## config.mk

```make
export PLATFORM = sky130hd
export DESIGN_NAME = podule_decode
export DESIGN_NICKNAME = d
export VERILOG_FILES = /design/src/rtl/podule_decode.sv
export SDC_FILE = /design/constraint.sdc
export NUM_CORES = 1
export LEC_CHECK = 0
export BUFFER_PORTS_ARGS = -buffer_cell sky130_fd_sc_hd__clkbuf_2
export CAP_MARGIN = 10
export CORE_UTILIZATION = 35
export CTS_BUF_LIST = sky130_fd_sc_hd__clkbuf_16
export DETAILED_ROUTE_END_ITERATION = 12
export GPL_ROUTABILITY_DRIVEN = 0
export GPL_TIMING_DRIVEN = 0
export PLACE_DENSITY_LB_ADDON = 0.15
export SYNTH_ARGS = -nofsm -noshare
export SYNTH_HDL_FRONTEND = slang
export SYNTH_SLANG_ARGS = --single-unit
```

## constraint.sdc

```tcl
create_clock -name clk -period 2.1 [get_ports clk]
set_clock_uncertainty 0.1 [all_clocks]
set_input_delay 0.42 -clock clk [delete_from_list [all_inputs] [get_ports clk]]
set_output_delay 0.42 -clock clk [all_outputs]
set_load 0.05 [all_outputs]
```

## src/rtl/podule_decode.sv

```systemverilog
// ---------------------------------------------------------------------------
// podule_decode
//
// Address decoder and wait-state sequencer for a podule-style expansion bus.
// When a bus cycle starts, the word address is decoded into either the ROM
// select or one of NSLOT one-hot I/O slot selects. The access is then held
// for a programmable number of wait states and completed with a single-cycle
// rdy pulse. An optional flash page latch lives at slot PAGE_SLOT.
//
// Optional feature macro:
//   PODULE_DECODE_PAGE_LATCH_EN - when defined, a completed write cycle to
//   slot PAGE_SLOT loads 'page' from the latched write data. When undefined,
//   'page' is tied to zero and PAGE_SLOT is an ordinary slot.
//
// Ports:
//   clk      - system clock, all state changes on its rising edge
//   rst_n    - asynchronous active-low reset
//   a        - bus word address
//   strb     - bus cycle request, level-sensitive, held until cycle end
//   we       - write cycle when high
//   d        - write data for the page latch
//   ws_rom   - wait states for ROM accesses
//   ws_slot  - packed per-slot wait states, slot k at [k*WS_W +: WS_W]
//   rom_cs   - ROM select
//   slot_cs  - one-hot I/O slot select
//   rdy      - one-cycle cycle-complete pulse
//   busy     - high whenever the sequencer is not idle
//   page     - flash page latch contents
// ---------------------------------------------------------------------------
module podule_decode #(
    parameter int ADDR_W    = 12,
    parameter int NSLOT     = 8,
    parameter int WS_W      = 4,
    parameter int PAGE_W    = 8,
    parameter int PAGE_SLOT = 4
) (
    input  logic                   clk,
    input  logic                   rst_n,
    input  logic [ADDR_W-1:0]      a,
    input  logic                   strb,
    input  logic                   we,
    input  logic [PAGE_W-1:0]      d,
    input  logic [WS_W-1:0]        ws_rom,
    input  logic [NSLOT*WS_W-1:0]  ws_slot,
    output logic                   rom_cs,
    output logic [NSLOT-1:0]       slot_cs,
    output logic                   rdy,
    output logic                   busy,
    output logic [PAGE_W-1:0]      page
);

    localparam int SEL_W = $clog2(NSLOT);

    typedef enum logic [1:0] {
        IDLE,
        ACCESS,
        HOLD
    } state_t;

    state_t          state;
    logic [WS_W-1:0] cnt;

    logic             is_slot;
    logic [SEL_W-1:0] slot_idx;
    logic [WS_W-1:0]  ws_sel;
    logic [NSLOT-1:0] slot_dec;

    // Decode of the live address. It is only consumed on the IDLE->ACCESS
    // edge, so later changes on a or the wait-state inputs cannot disturb
    // an access in progress.
    always_comb begin
        is_slot  = a[ADDR_W-1];
        slot_idx = a[ADDR_W-2 -: SEL_W];
        ws_sel   = is_slot ? ws_slot[int'(slot_idx)*WS_W +: WS_W] : ws_rom;
        slot_dec = '0;
        if (is_slot) begin
            slot_dec[slot_idx] = 1'b1;
        end
    end

    // Address bits below the slot index do not take part in decoding.
    logic unused_addr;
    assign unused_addr = &{1'b0, a[ADDR_W-2-SEL_W:0]};

    // Main sequencer. rdy is registered and is high exactly while the
    // ACCESS counter sits at zero: it is set on the edge that loads or
    // decrements the counter to zero, and cleared on the edge that leaves
    // ACCESS. An abort clears the counter so it never wraps below zero.
    always_ff @(posedge clk or negedge rst_n) begin
        if (!rst_n) begin
            state   <= IDLE;
            cnt     <= '0;
            rom_cs  <= 1'b0;
            slot_cs <= '0;
            rdy     <= 1'b0;
        end else begin
            case (state)
                IDLE: begin
                    if (strb) begin
                        state   <= ACCESS;
                        cnt     <= ws_sel;
                        rom_cs  <= !is_slot;
                        slot_cs <= slot_dec;
                        rdy     <= (ws_sel == '0);
                    end
                end
                ACCESS: begin
                    if (cnt == '0) begin
                        // rdy has been presented, so the access completes
                        rdy <= 1'b0;
                        if (strb) begin
                            state <= HOLD;
                        end else begin
                            state   <= IDLE;
                            rom_cs  <= 1'b0;
                            slot_cs <= '0;
                        end
                    end else if (!strb) begin
                        state   <= IDLE;
                        cnt     <= '0;
                        rom_cs  <= 1'b0;
                        slot_cs <= '0;
                        rdy     <= 1'b0;
                    end else begin
                        cnt <= cnt - WS_W'(1);
                        rdy <= (cnt == WS_W'(1));
                    end
                end
                HOLD: begin
                    if (!strb) begin
                        state   <= IDLE;
                        rom_cs  <= 1'b0;
                        slot_cs <= '0;
                    end
                end
                default: begin
                    state   <= IDLE;
                    cnt     <= '0;
                    rom_cs  <= 1'b0;
                    slot_cs <= '0;
                    rdy     <= 1'b0;
                end
            endcase
        end
    end

    assign busy = (state != IDLE);

`ifdef PODULE_DECODE_PAGE_LATCH_EN
    logic              we_q;
    logic [PAGE_W-1:0] d_q;
    logic [PAGE_W-1:0] page_q;

    // we and d are captured with the address; the page loads on the edge
    // that ends the rdy cycle of a write to the page slot.
    always_ff @(posedge clk or negedge rst_n) begin
        if (!rst_n) begin
            we_q   <= 1'b0;
            d_q    <= '0;
            page_q <= '0;
        end else begin
            if (state == IDLE && strb) begin
                we_q <= we;
                d_q  <= d;
            end
            if (state == ACCESS && rdy && we_q && slot_cs[PAGE_SLOT]) begin
                page_q <= d_q;
            end
        end
    end

    assign page = page_q;
`else
    assign page = '0;

    logic unused_page;
    assign unused_page = &{1'b0, we, d, slot_cs[PAGE_SLOT]};
`endif

endmodule

```

=== Word-level counts from Yosys, hierarchy flattened ===
Index checks and enable logic that the tools add are counted.
W data, S select, Z words.

* Flip-flop bits (word level): 16
* Output and inout port bits: 19
* Logic and storage cells: 49
* Bits of input ports: 60

* Shift-type cells: 1
* Muxes and demuxes: 23
* Equal/unequal tests: 6
* Add/sub/neg operators: 1
* Reductions and logical operators: 10
* Order comparisons: 2
* Bitwise logic cells: 1

{| class="wikitable"
|+ Operator list
! kind !! count
|-
| $shiftx A32 B6 Y4 || 1
|-
| $mux W8 || 3
|-
| $mux W4 || 4
|-
| $pmux W8 S2 || 1
|-
| $pmux W4 S3 || 1
|-
| $logic_not A4 Y1 || 2
|-
| $mux W2 || 4
|-
| $mux W1 || 6
|-
| $ne A2 B2 Y1 const B || 3
|-
| $pmux W2 S3 || 1
|-
| $eq A4 B1 Y1 const B || 1
|-
| $lt A3 B4 Y1 const B || 1
|-
| $reduce_and A2 Y1 || 2
|-
| $sub A4 B1 Y4 const B || 1
|-
| $demux W1 S3 || 1
|-
| $ge A3 B1 Y1 const B || 1
|-
| $pmux W1 S3 || 1
|-
| $reduce_and A3 Y1 || 1
|-
| $eq A2 B1 Y1 const B || 1
|-
| $eq A2 B2 Y1 const B || 1
|-
| $logic_not A2 Y1 || 1
|-
| $pmux W1 S2 || 1
|-
| $reduce_bool A2 Y1 || 1
|-
| $reduce_or A2 Y1 || 1
|-
| other kinds (3) || 3
|}

=== Longest topological paths before layout ===
Gate-level depths: netlist (run 1).

* Depth after elaboration: 7
* Gate-level depth with buffers: 7
* Gate-level depth less buffers: 7

=== Least setup slack after synthesis (run 1) ===
Ideal clock, no wire load.

* Kind: reg2reg
* Start: register state[0]
* End: register cnt[2]
* Setup time: 0.121 ns
* Path buffers: 0
* Arrival: 1.657 ns
* Slack: 0.221 ns
* Clock period less this slack: 1.879 ns
* Cell stages (with the launch flop): 8
* Required time: 1.879 ns
* Cell sequence: dfrtp_1 > inv_1 > ha_1 > nor2b_1 > a311oi_4 > o21ai_0 > a22oi_1 > nand2_1

* Cells in the longest elaborated chain, start to end: 3
* Elaborated cells on any way between the ends: 8
* Classes of those cells: 4 x eq/ne; 1 x mux; 1 x bitwise; 2 x reduce/logical

{| class="wikitable"
|+ RTL lines
! item !! RTL line !! text
|-
| from (decl) || 60 || <nowiki>state_t state;</nowiki>
|-
| from (signal assigned) || 91 || <nowiki>state <= IDLE;</nowiki>
|-
| from (signal assigned) || 100 || <nowiki>state <= ACCESS;</nowiki>
|-
| from (signal assigned) || 112 || <nowiki>state <= HOLD;</nowiki>
|-
| $eq A2 B1 Y1 (tied with other cells) || 97 || <nowiki>case (state)</nowiki>
|-
| $ne A2 B2 Y1 (no source line) / $not A1 Y1 (equally long branches) || - ||
|-
| $reduce_and A3 Y1 (no source line) || - ||
|-
| to (signal assigned) || 101 || <nowiki>cnt <= ws_sel;</nowiki>
|-
| to (signal assigned) || 125 || <nowiki>cnt <= cnt - WS_W'(1);</nowiki>
|-
| to (decl) || 61 || <nowiki>logic [WS_W-1:0] cnt;</nowiki>
|}

Parallel ways exist; a longest one is shown, timed or not.
A chain may end at the register's enable or synchronous reset.

=== Worst setup path after layout (run 1) ===
* Start: register state[0]
* End: output port busy

* Cells in the longest elaborated chain, start to end: 1

{| class="wikitable"
|+ RTL lines
! item !! RTL line !! text
|-
| $reduce_bool A2 Y1 || 147 || <nowiki>assign busy = (state != IDLE);</nowiki>
|-
| to (decl) || 48 || <nowiki>output logic busy,</nowiki>
|}

Every way passes these cells.

==> results.toml, run 1 <==
[outcome]
outcome = "finished, violations left"
violations = "negative hold slack"

[yosys]
synth_area_leaders = "dfrtp_1 31%, mux2i_1 11%, ha_1 6.8%, buf_4 4.6%, nand2_1 4.1%"
yosysUniqueCellTypes = 38
yosys-top-cells-count = "16 x dfrtp_1, 14 x mux2i_1, 14 x nand2_1"
synth_edf_count = 0
synth_area_leader_cell = "dfrtp_1"
synth_seq_cells = 16
synthMuxAreaShare_pct = 16.34
async_flop_share_pct = 100.0
yosysWarnings = 0
synth_top_area_share_pct = 30.95
avgSynthCellArea_um2 = 9.375
syn_area_um2 = 1294
synthAdderAreaFrac_pct = 6.770
synth-simple-area-share_pct = 14.31
synth.most_common_cell = "dfrtp_1"
ys_seq_area_share_pct = 30.95
synthCells = 138
yosys.area_share.xor_xnor_pct = 0
synth_top_family_by_area = "compound AO/OA/AOI/OAI gates"
synth_compound_area_share_pct = 20.41
ys.flop_type = "dfrtp_1"

[placement]
dp_hpwl_um = 2534
dp_cells = 241
dpl_worst_slack_ps = -82.46
io_buffers = 50
post_dp_cell_area_um2 = 1628

[clock_tree]
path_clk_slew_ps = 50
clk_latency_ps = 250
cts_tree = "built"
cts_sinks = 16
postCtsHoldBufs = 0
cts_buffers = 3
clockRootBuffer = "clkbuf_16"
clockBufferDepth = 2
htreeDepth = 1

[floorplan]
die_w_um = 62.80
io_pins = 79
die_h_um = 62.80
start_util_pct = 37.59
rows = 21
dieArea_um2 = 3944
core_area_um2 = 3442

[sta]
setup_ws_ps = 113.1
fin_hold_ws_ps = -4.263
final_hold_viol_count = 16
report.final.slew_viol_count = 0
fmax_mhz = 503.3
period_needed_ps = 1987
fin_crit_sh_pct = 94.62
setup_viol = 0
finalSetupTns_ps = 0

[pwr]
vdd_drop_max_mv = 0.3814
seq_power_share_pct = 26.2
power_density_nw_per_um2 = 1008
swShare_pct = 43.47
fin_total_pwr_mw = 1.757
comb_power_share_pct = 52.6
intPower_uw = 993.2
leakagePower_nw = 0.9255
p_switching_uw = 763.7
pwr-share-clk_pct = 21.2

[setup_path]
r2r_cells = 7
crit_required_ps = 1580
end_kind = "output port"
critical_path.max_fanout = 8
worst_ep_arrival_time_ps = 1470
start_kind = "flip-flop"
r2r-end = "cnt[2]"
path_class = "reg -> out"
rrSetupSlack_ps = 150
reg2reg_from = "state[0]"

[global_route]
grt_usage_pct = 16.35
grt_overflow_total = 0
antenna_found_initial = 0
grt_pass1_wl_um = 5119
grt_max_degree = 17
grt_pass1_vias = 1195

[route]
wl_per_cell_um = 12.32
finalWirelength_um = 3055
viasPerCell = 4.968
antenna_left = 0
drtPass1Iterations = 4
post-route-drc-count = 0
drt_iter0_drc = 44
vias = 1232

[final_layout]
utilization_pct = 50.64
area_growth_pct = 34.72
diodes = 0
drive_gt1_share_pct = 37.62
nets = 270
fin_cells = 248
postLayoutCellArea_um2 = 1743

[min_path]
hold_class = "in -> async"

[run]
cap_violations = 0
## critical path: stages (launching register included)
cell and delay [ps]:
dfrtp_1 410, inv_1 110, ha_1 320, inv_1 120, clkbuf_2 250
## worst max-delay path by stage
stage	to	startpoint	slack, ps
finish	busy	state[0]	110
global route	cnt[2]	state[0]	-0.7
CTS	cnt[2]	state[0]	4
detailed placement	rom_cs	state[0]	-80
global placement	rom_cs	state[0]	-30
floorplan	cnt[2]	state[0]	220
## power by group through the flow
| stage | Clock [mW] | Sequential, mW | Combinational, mW |
|---|---|---|---|
| floorplan | 0 | 0.553 | 0.574 |
| global placement | 0 | 0.463 | 0.848 |
| detailed placement | 0 | 0.467 | 0.868 |
| CTS | 0.378 | 0.462 | 0.873 |
| global route | 0.386 | 0.477 | 1.03 |
| finish | 0.372 | 0.461 | 0.924 |
## registers in the layout, indices dropped and copies added (netlist names)
| name | cells |
|---|---|
| state | 2 |
| rom_cs | 1 |
| cnt | 4 |
| rdy | 1 |
| slot_cs | 8 |
## routing by layer
| metal | vias up | track usage (%) | share of wire, % |
|---|---|---|---|
| met2 | 52 | 30.16 | 49 |
| met5 | - | 0 | 0 |
| met1 | 561 | 18.59 | 43 |
| met3 | 4 | 2.190 | 5.8 |
| met4 | 0 | 6.977 | 1.5 |
| li1 | 615 | - | - |
## logic make-up after synthesis
group,count (synthesis)
other,1
AO/OA/AOI/OAI,34
multiplexers,17
buffers and inverters,23
adder cells (fa/ha/maj),7
AND/OR/NAND/NOR,40
flip-flops,16
## cell usage in the layout (no fill, tap or decap), types with 2 or more instances in the layout
master / synthesis / final
a32o_1: 4 / 4
o31ai_1: 2 / 2
o21ai_0: 10 / 10
mux4_2: 2 / 2
nor3_1: 3 / 2
conb_1: 1 / 8
ha_1: 7 / 7
mux2i_1: 14 / 14
clkbuf_16: 0 / 3
nor2_1: 10 / 10
o32ai_1: 2 / 2
inv_1: 9 / 9
clkbuf_1: 3 / 2
a31oi_1: 2 / 2
nand2_1: 14 / 14
o21a_1: 2 / 2
a21oi_1: 3 / 3
nor3b_1: 2 / 2
nand2b_1: 2 / 2
nand3_1: 3 / 3
a21o_1: 2 / 2
clkbuf_2: 0 / 51
dfrtp_1: 16 / 16
buf_4: 8 / 11
## cell type report
cell class / count / area [um^2]
Buffer: 14 / 108.9
Fill cell: 359 / 1699
Timing Repair Buffer: 53 / 272.8
Multi-Input combinational cell: 106 / 790.8
Sequential cell: 16 / 400.4
Inverter: 9 / 33.78
Clock inverter: 1 / 3.754
Clock buffer: 3 / 75.07
Tap cell: 46 / 57.56
## what timing repair did
item / 4_1_cts / 5_1_grt
buffers inserted: 0 / 3
setup endpoints to repair: 11 / 13
resized for setup: 2 / 2
pin swaps: 1 / 1
No activity file was read; power rests on OpenSTA's default activity.
==> run 2: changes to the inputs <==
Clock period 2.1 ns to 1.67 ns, I/O delays scaled along.
==> results.toml, run 2 (synthesis gave the netlist of run 1 again) <==
[outcome]
outcome = "complete, no violations"

[global_route]
grt_overflow_total = 0
grt_pass1_vias = 1200
grt_usage_pct = 17.15
grt_pass1_wl_um = 5382
grt_max_degree = 17
antenna_found_initial = 0

[final_layout]
top_register = "slot_cs"
n_fill_cell = 336
fin_cells = 256
area_growth_pct = 43.33
final_common_cell = "clkbuf_2"
largestRegisters = "slot_cs (8), cnt (4), state (2)"
drive_gt1_share_pct = 43.81
utilization_pct = 53.87
largest_register_ffs = 8
most-common-layout-cells = "49 x clkbuf_2, 18 x buf_4, 16 x dfrtp_1"
postLayoutCellArea_um2 = 1854
nets = 278
diodes = 0

[route]
antenna_left = 0
drtPass1Iterations = 4
post-route-drc-count = 0
finalWirelength_um = 3261
drt_iter0_drc = 58
vias = 1252
viasPerCell = 4.891
wl_per_cell_um = 12.74

[pwr]
p_switching_mw = 1.041
power_density_nw_per_um2 = 1332
comb_power_share_pct = 58.3
swShare_pct = 42.15
fin_total_pwr_mw = 2.469
pwr-share-clk_pct = 18.9
seq_power_share_pct = 22.9
vdd_drop_max_mv = 0.4930
intPower_mw = 1.428
leakagePower_nw = 0.9693

[sta]
final_hold_viol_count = 0
fmax_mhz = 599.8
rsz0062_at_grt = "true"
period_needed_ps = 1667
setup_ws_ps = 2.746
finalSetupTns_ps = 0
report.final.slew_viol_count = 0
fin_crit_sh_pct = 99.84
fin_hold_ws_ps = 294.8
setup_viol = 0

[setup_path]
critical_path.max_fanout = 8
end_kind = "flip-flop"
start_kind = "flip-flop"
crit_required_ps = 1750
path_class = "reg -> reg"
worst_ep_arrival_time_ps = 1750
r2r_cells = 6

[placement]
io_buffers = 50
dp_hpwl_um = 2569
dp_cells = 241
dpl_worst_slack_ps = -198.1
post_dp_cell_area_um2 = 1650

[min_path]
min_path_cells = 3
hold_class = "in -> reg"

[clock_tree]
htreeDepth = 1
cts_buffers = 3
path_clk_slew_ps = 50
clockRootBuffer = "clkbuf_16"
clockBufferDepth = 2
cts_sinks = 16
clk_latency_ps = 250
cts_tree = "built"

[floorplan]
core_area_um2 = 3442
die_w_um = 62.80
dieArea_um2 = 3944
rows = 21
start_util_pct = 37.59
die_h_um = 62.80
io_pins = 79

[run]
cap_violations = 0
==> run 2: worst paths after layout <==
path	slack, ps	start	endpoint
setup / recovery	3	state[1]	slot_cs[2]
hold / removal	290	ws_rom[3]	cnt[3]
setup reg to reg	3	state[1]	slot_cs[2]
hold reg to reg	370	rom_cs	rom_cs
max in group asynchronous	730	rst_n	slot_cs[1]
min in group asynchronous	450	rst_n	state[0]
==> run 2: metal layers <==
metal / GRT usage [%] / up-vias / share of wire (%) / wire, um
met3: 2.190 / 5 / 5.7 / 186
li1: - / 632 / - / -
met2: 30.30 / 52 / 50 / 1625
met1: 21.14 / 563 / 43 / 1404
met5: 0 / - / 0 / 0
met4: 6.105 / 0 / 1.4 / 46
==> run 2: power groups by stage <==
stage / Sequential [mW] / Clock [mW] / Combinational [mW]
after global placement: 0.583 / 0 / 1.12
after CTS: 0.562 / 0.474 / 1.36
after detailed placement: 0.590 / 0 / 1.14
final: 0.564 / 0.466 / 1.44
after global routing: 0.579 / 0.492 / 1.57
after floorplan: 0.697 / 0 / 0.769
==> run 2: what timing repair did <==
item / 4_1_cts / 5_1_grt
resized for setup: 7 / 9
hold endpoints to repair: 16 / 0
pin swaps: 2 / 2
setup endpoints to repair: 15 / 15
hold buffers: 1 / 0
setup buffers: 9 / 1
==> run 2: cell type report <==
| class | instances | area (um^2) | area share [%] |
|---|---|---|---|
| clock buffer | 3 | 75.07 | 4.049 |
| tap | 46 | 57.56 | 3.104 |
| timing repair buffer | 61 | 345.3 | 18.62 |
| inverter | 9 | 33.78 | 1.822 |
| clock inverter | 1 | 3.754 | 0.2024 |
| buffer | 14 | 113.9 | 6.140 |
| sequential | 16 | 400.4 | 21.59 |
| multi-input combinational | 106 | 824.5 | 44.47 |
==> run 2: critical path, stage by stage, from the launching register on <==
cell	delay (ps)
dfrtp_1	390
inv_2	70
ha_4	190
nor2b_4	140
a21o_1	190
nor3_2	300
a32o_1	210
==> run 3: changes to the inputs <==
Settings changed: ABC_AREA set to 1.
==> results.toml, run 3 <==
[route]
viasPerCell = 4.479
drtPass1Iterations = 4
antenna_left = 0
post-route-drc-count = 0
vias = 1478
wl_per_cell_um = 10.37
finalWirelength_um = 3423
drt_iter0_drc = 41

[sta]
report.final.slew_viol_count = 0
period_needed_ps = 1591
fmax_mhz = 628.6
final_hold_viol_count = 0
setup_viol = 0
fin_crit_sh_pct = 95.26

[clock_tree]
clk_latency_ps = 250
path_clk_slew_ps = 50
htreeDepth = 1
clockBufferDepth = 2
cts_tree = "built"
cts_buffers = 3
clockRootBuffer = "clkbuf_16"
cts_sinks = 16

[placement]
io_buffers = 53
post_dp_cell_area_um2 = 1795
dp_hpwl_um = 2737

[yosys]
async_flop_share_pct = 100.0
synth_edf_count = 0
synth_seq_cells = 16
yosys-top-cells-count = "48 x nand2_1, 46 x inv_1, 17 x nand3_1"
avgSynthCellArea_um2 = 6.787
yosysUniqueCellTypes = 36
ys.flop_type = "dfrtp_1"
synth.most_common_cell = "nand2_1"
synthCells = 212
syn_area_um2 = 1439
synth_area_leader_cell = "dfrtp_1"
synth_top_area_share_pct = 27.83
synth_area_leaders = "dfrtp_1 28%, nand2_1 13%, inv_1 12%, ha_1 6.1%, nand3_1 5.9%"
yosysWarnings = 0
ys_seq_area_share_pct = 27.83

[final_layout]
largestRegisters = "slot_cs (8), cnt (4), state (2)"
postLayoutCellArea_um2 = 1961
drive_gt1_share_pct = 35.11
top_register = "slot_cs"
largest_register_ffs = 8
diodes = 0
most-common-layout-cells = "52 x clkbuf_2, 47 x nand2_1, 42 x inv_1"
area_growth_pct = 36.26
nets = 350
final_common_cell = "clkbuf_2"

[setup_path]
end_kind = "output port"
timing.critical_path.cells = "inv_2, ha_4, inv_4, clkbuf_8"
crit_slowest_cell = "dfrtp_1"
critical_path.max_fanout = 6
cp_num_buf_inv = 3
start_kind = "flip-flop"
path_class = "reg -> out"
cpLargestDelayFamily = "flip-flops"
worst_ep_arrival_time_ps = 1160
critPathMaxStageDelay_ps = 390
crit_required_ps = 1240

[floorplan]
die_w_um = 66.12
start_util_pct = 37.88
rows = 22
core_area_um2 = 3799
io_pins = 79
dieArea_um2 = 4371
die_h_um = 66.12

[pwr]
pwr-share-clk_pct = 20.9
seq_power_share_pct = 24.6
intPower_mw = 1.279
swShare_pct = 43.23
fin_total_pwr_mw = 2.253
power_density_nw_per_um2 = 1149
comb_power_share_pct = 54.5
vdd_drop_max_mv = 0.3976
leakagePower_nw = 1.135
p_switching_uw = 974.0

[global_route]
grt_pass1_wl_um = 5644
grt_overflow_total = 0
grt_usage_pct = 17.23
grt_max_degree = 17
grt_pass1_vias = 1335
antenna_found_initial = 0

[min_path]
hold_class = "in -> reg"

[outcome]
outcome = "complete, no violations"

[run]
cap_violations = 0
## run 3: logic make-up after synthesis
logic type	Yosys count	share of synthesized area, %
and+or+nand+nor	96	30.17
buffers and inverters	61	20.09
AOI/OAI and AO/OA	29	14.17
DFF	16	27.83
adders and majority gates	7	6.087
other	1	0.2606
xor gates and xnor gates	1	0.6088
muxes	1	0.7826
## run 3: final cells by class
class                   count  area [um^2]
multi-input cells         142        805.8
fillers                   400         1838
well taps                  48        60.06
flip-flops and latches     16        400.4
inverters                  48        182.7
repair buffers             59        321.6
clock inverters             1        3.754
plain buffers              13        111.4
clock buffers               3        75.07
## run 3: timing repair
action                     CTS  global route
setup buffers                3             2
hold endpoints to repair    16             0
hold buffers                 1             0
setup endpoints to repair   11             9
pin swaps                    0             2
resized for setup            4             8
## run 3: path summary, 6_finish.rpt
kind,depth (start not counted),to,slack (ps),from
setup / recovery,4,busy,80,state[1]
hold / removal,3,state[1],370,strb
setup reg to reg,9,cnt[1],80,state[1]
hold reg to reg,1,rom_cs,410,rom_cs
max in group asynchronous,2,rom_cs,730,rst_n
min in group asynchronous,2,slot_cs[0],450,rst_n
## run 3: per-stage QoR
step | hold slack, ps | std cells | TNS [ps] | utilization (%) | worst slack, ps
finish | 373.1 | 330 | 0 | 51.61 | 79.16
global route | 406.9 | 330 | -10.78 | 51.61 | -10.78
CTS | 356.5 | 328 | 0 | 50.76 | 28.50
detailed placement | 188.7 | 320 | -334.7 | 47.27 | -80.77
global placement | 184.5 | 320 | -384.4 | 47.27 | -78.97
floorplan | -61.59 | 219 | 0 | - | 68.79
## run 3: worst register-to-register path, delay by kind of cell, from the launching register on
family,cells,cell delay (ps)
DFF,1,400
and+or+nand+nor,3,350
AOI/OAI and AO/OA,2,260
buffers and inverters,3,230
adders and majority gates,1,170
## run 3: power groups by stage
| stage | Sequential (mW) | Combinational [mW] | Clock [mW] |
|---|---|---|---|
| after floorplan | 0.672 | 0.697 | 0 |
| after global placement | 0.559 | 1.06 | 0 |
| after detailed placement | 0.561 | 1.06 | 0 |
| after CTS | 0.549 | 1.15 | 0.478 |
| after global routing | 0.568 | 1.35 | 0.502 |
| final | 0.554 | 1.23 | 0.471 |
## run 3: per-layer routing
layer  vias to the layer above  GRT usage (%)  share of wire [%]
met5                         -              0                  0
met4                         0          6.649                1.5
met3                         4          3.276                4.9
met2                        45          27.55                 45
met1                       644          22.74                 49
li1                        785              -                  -
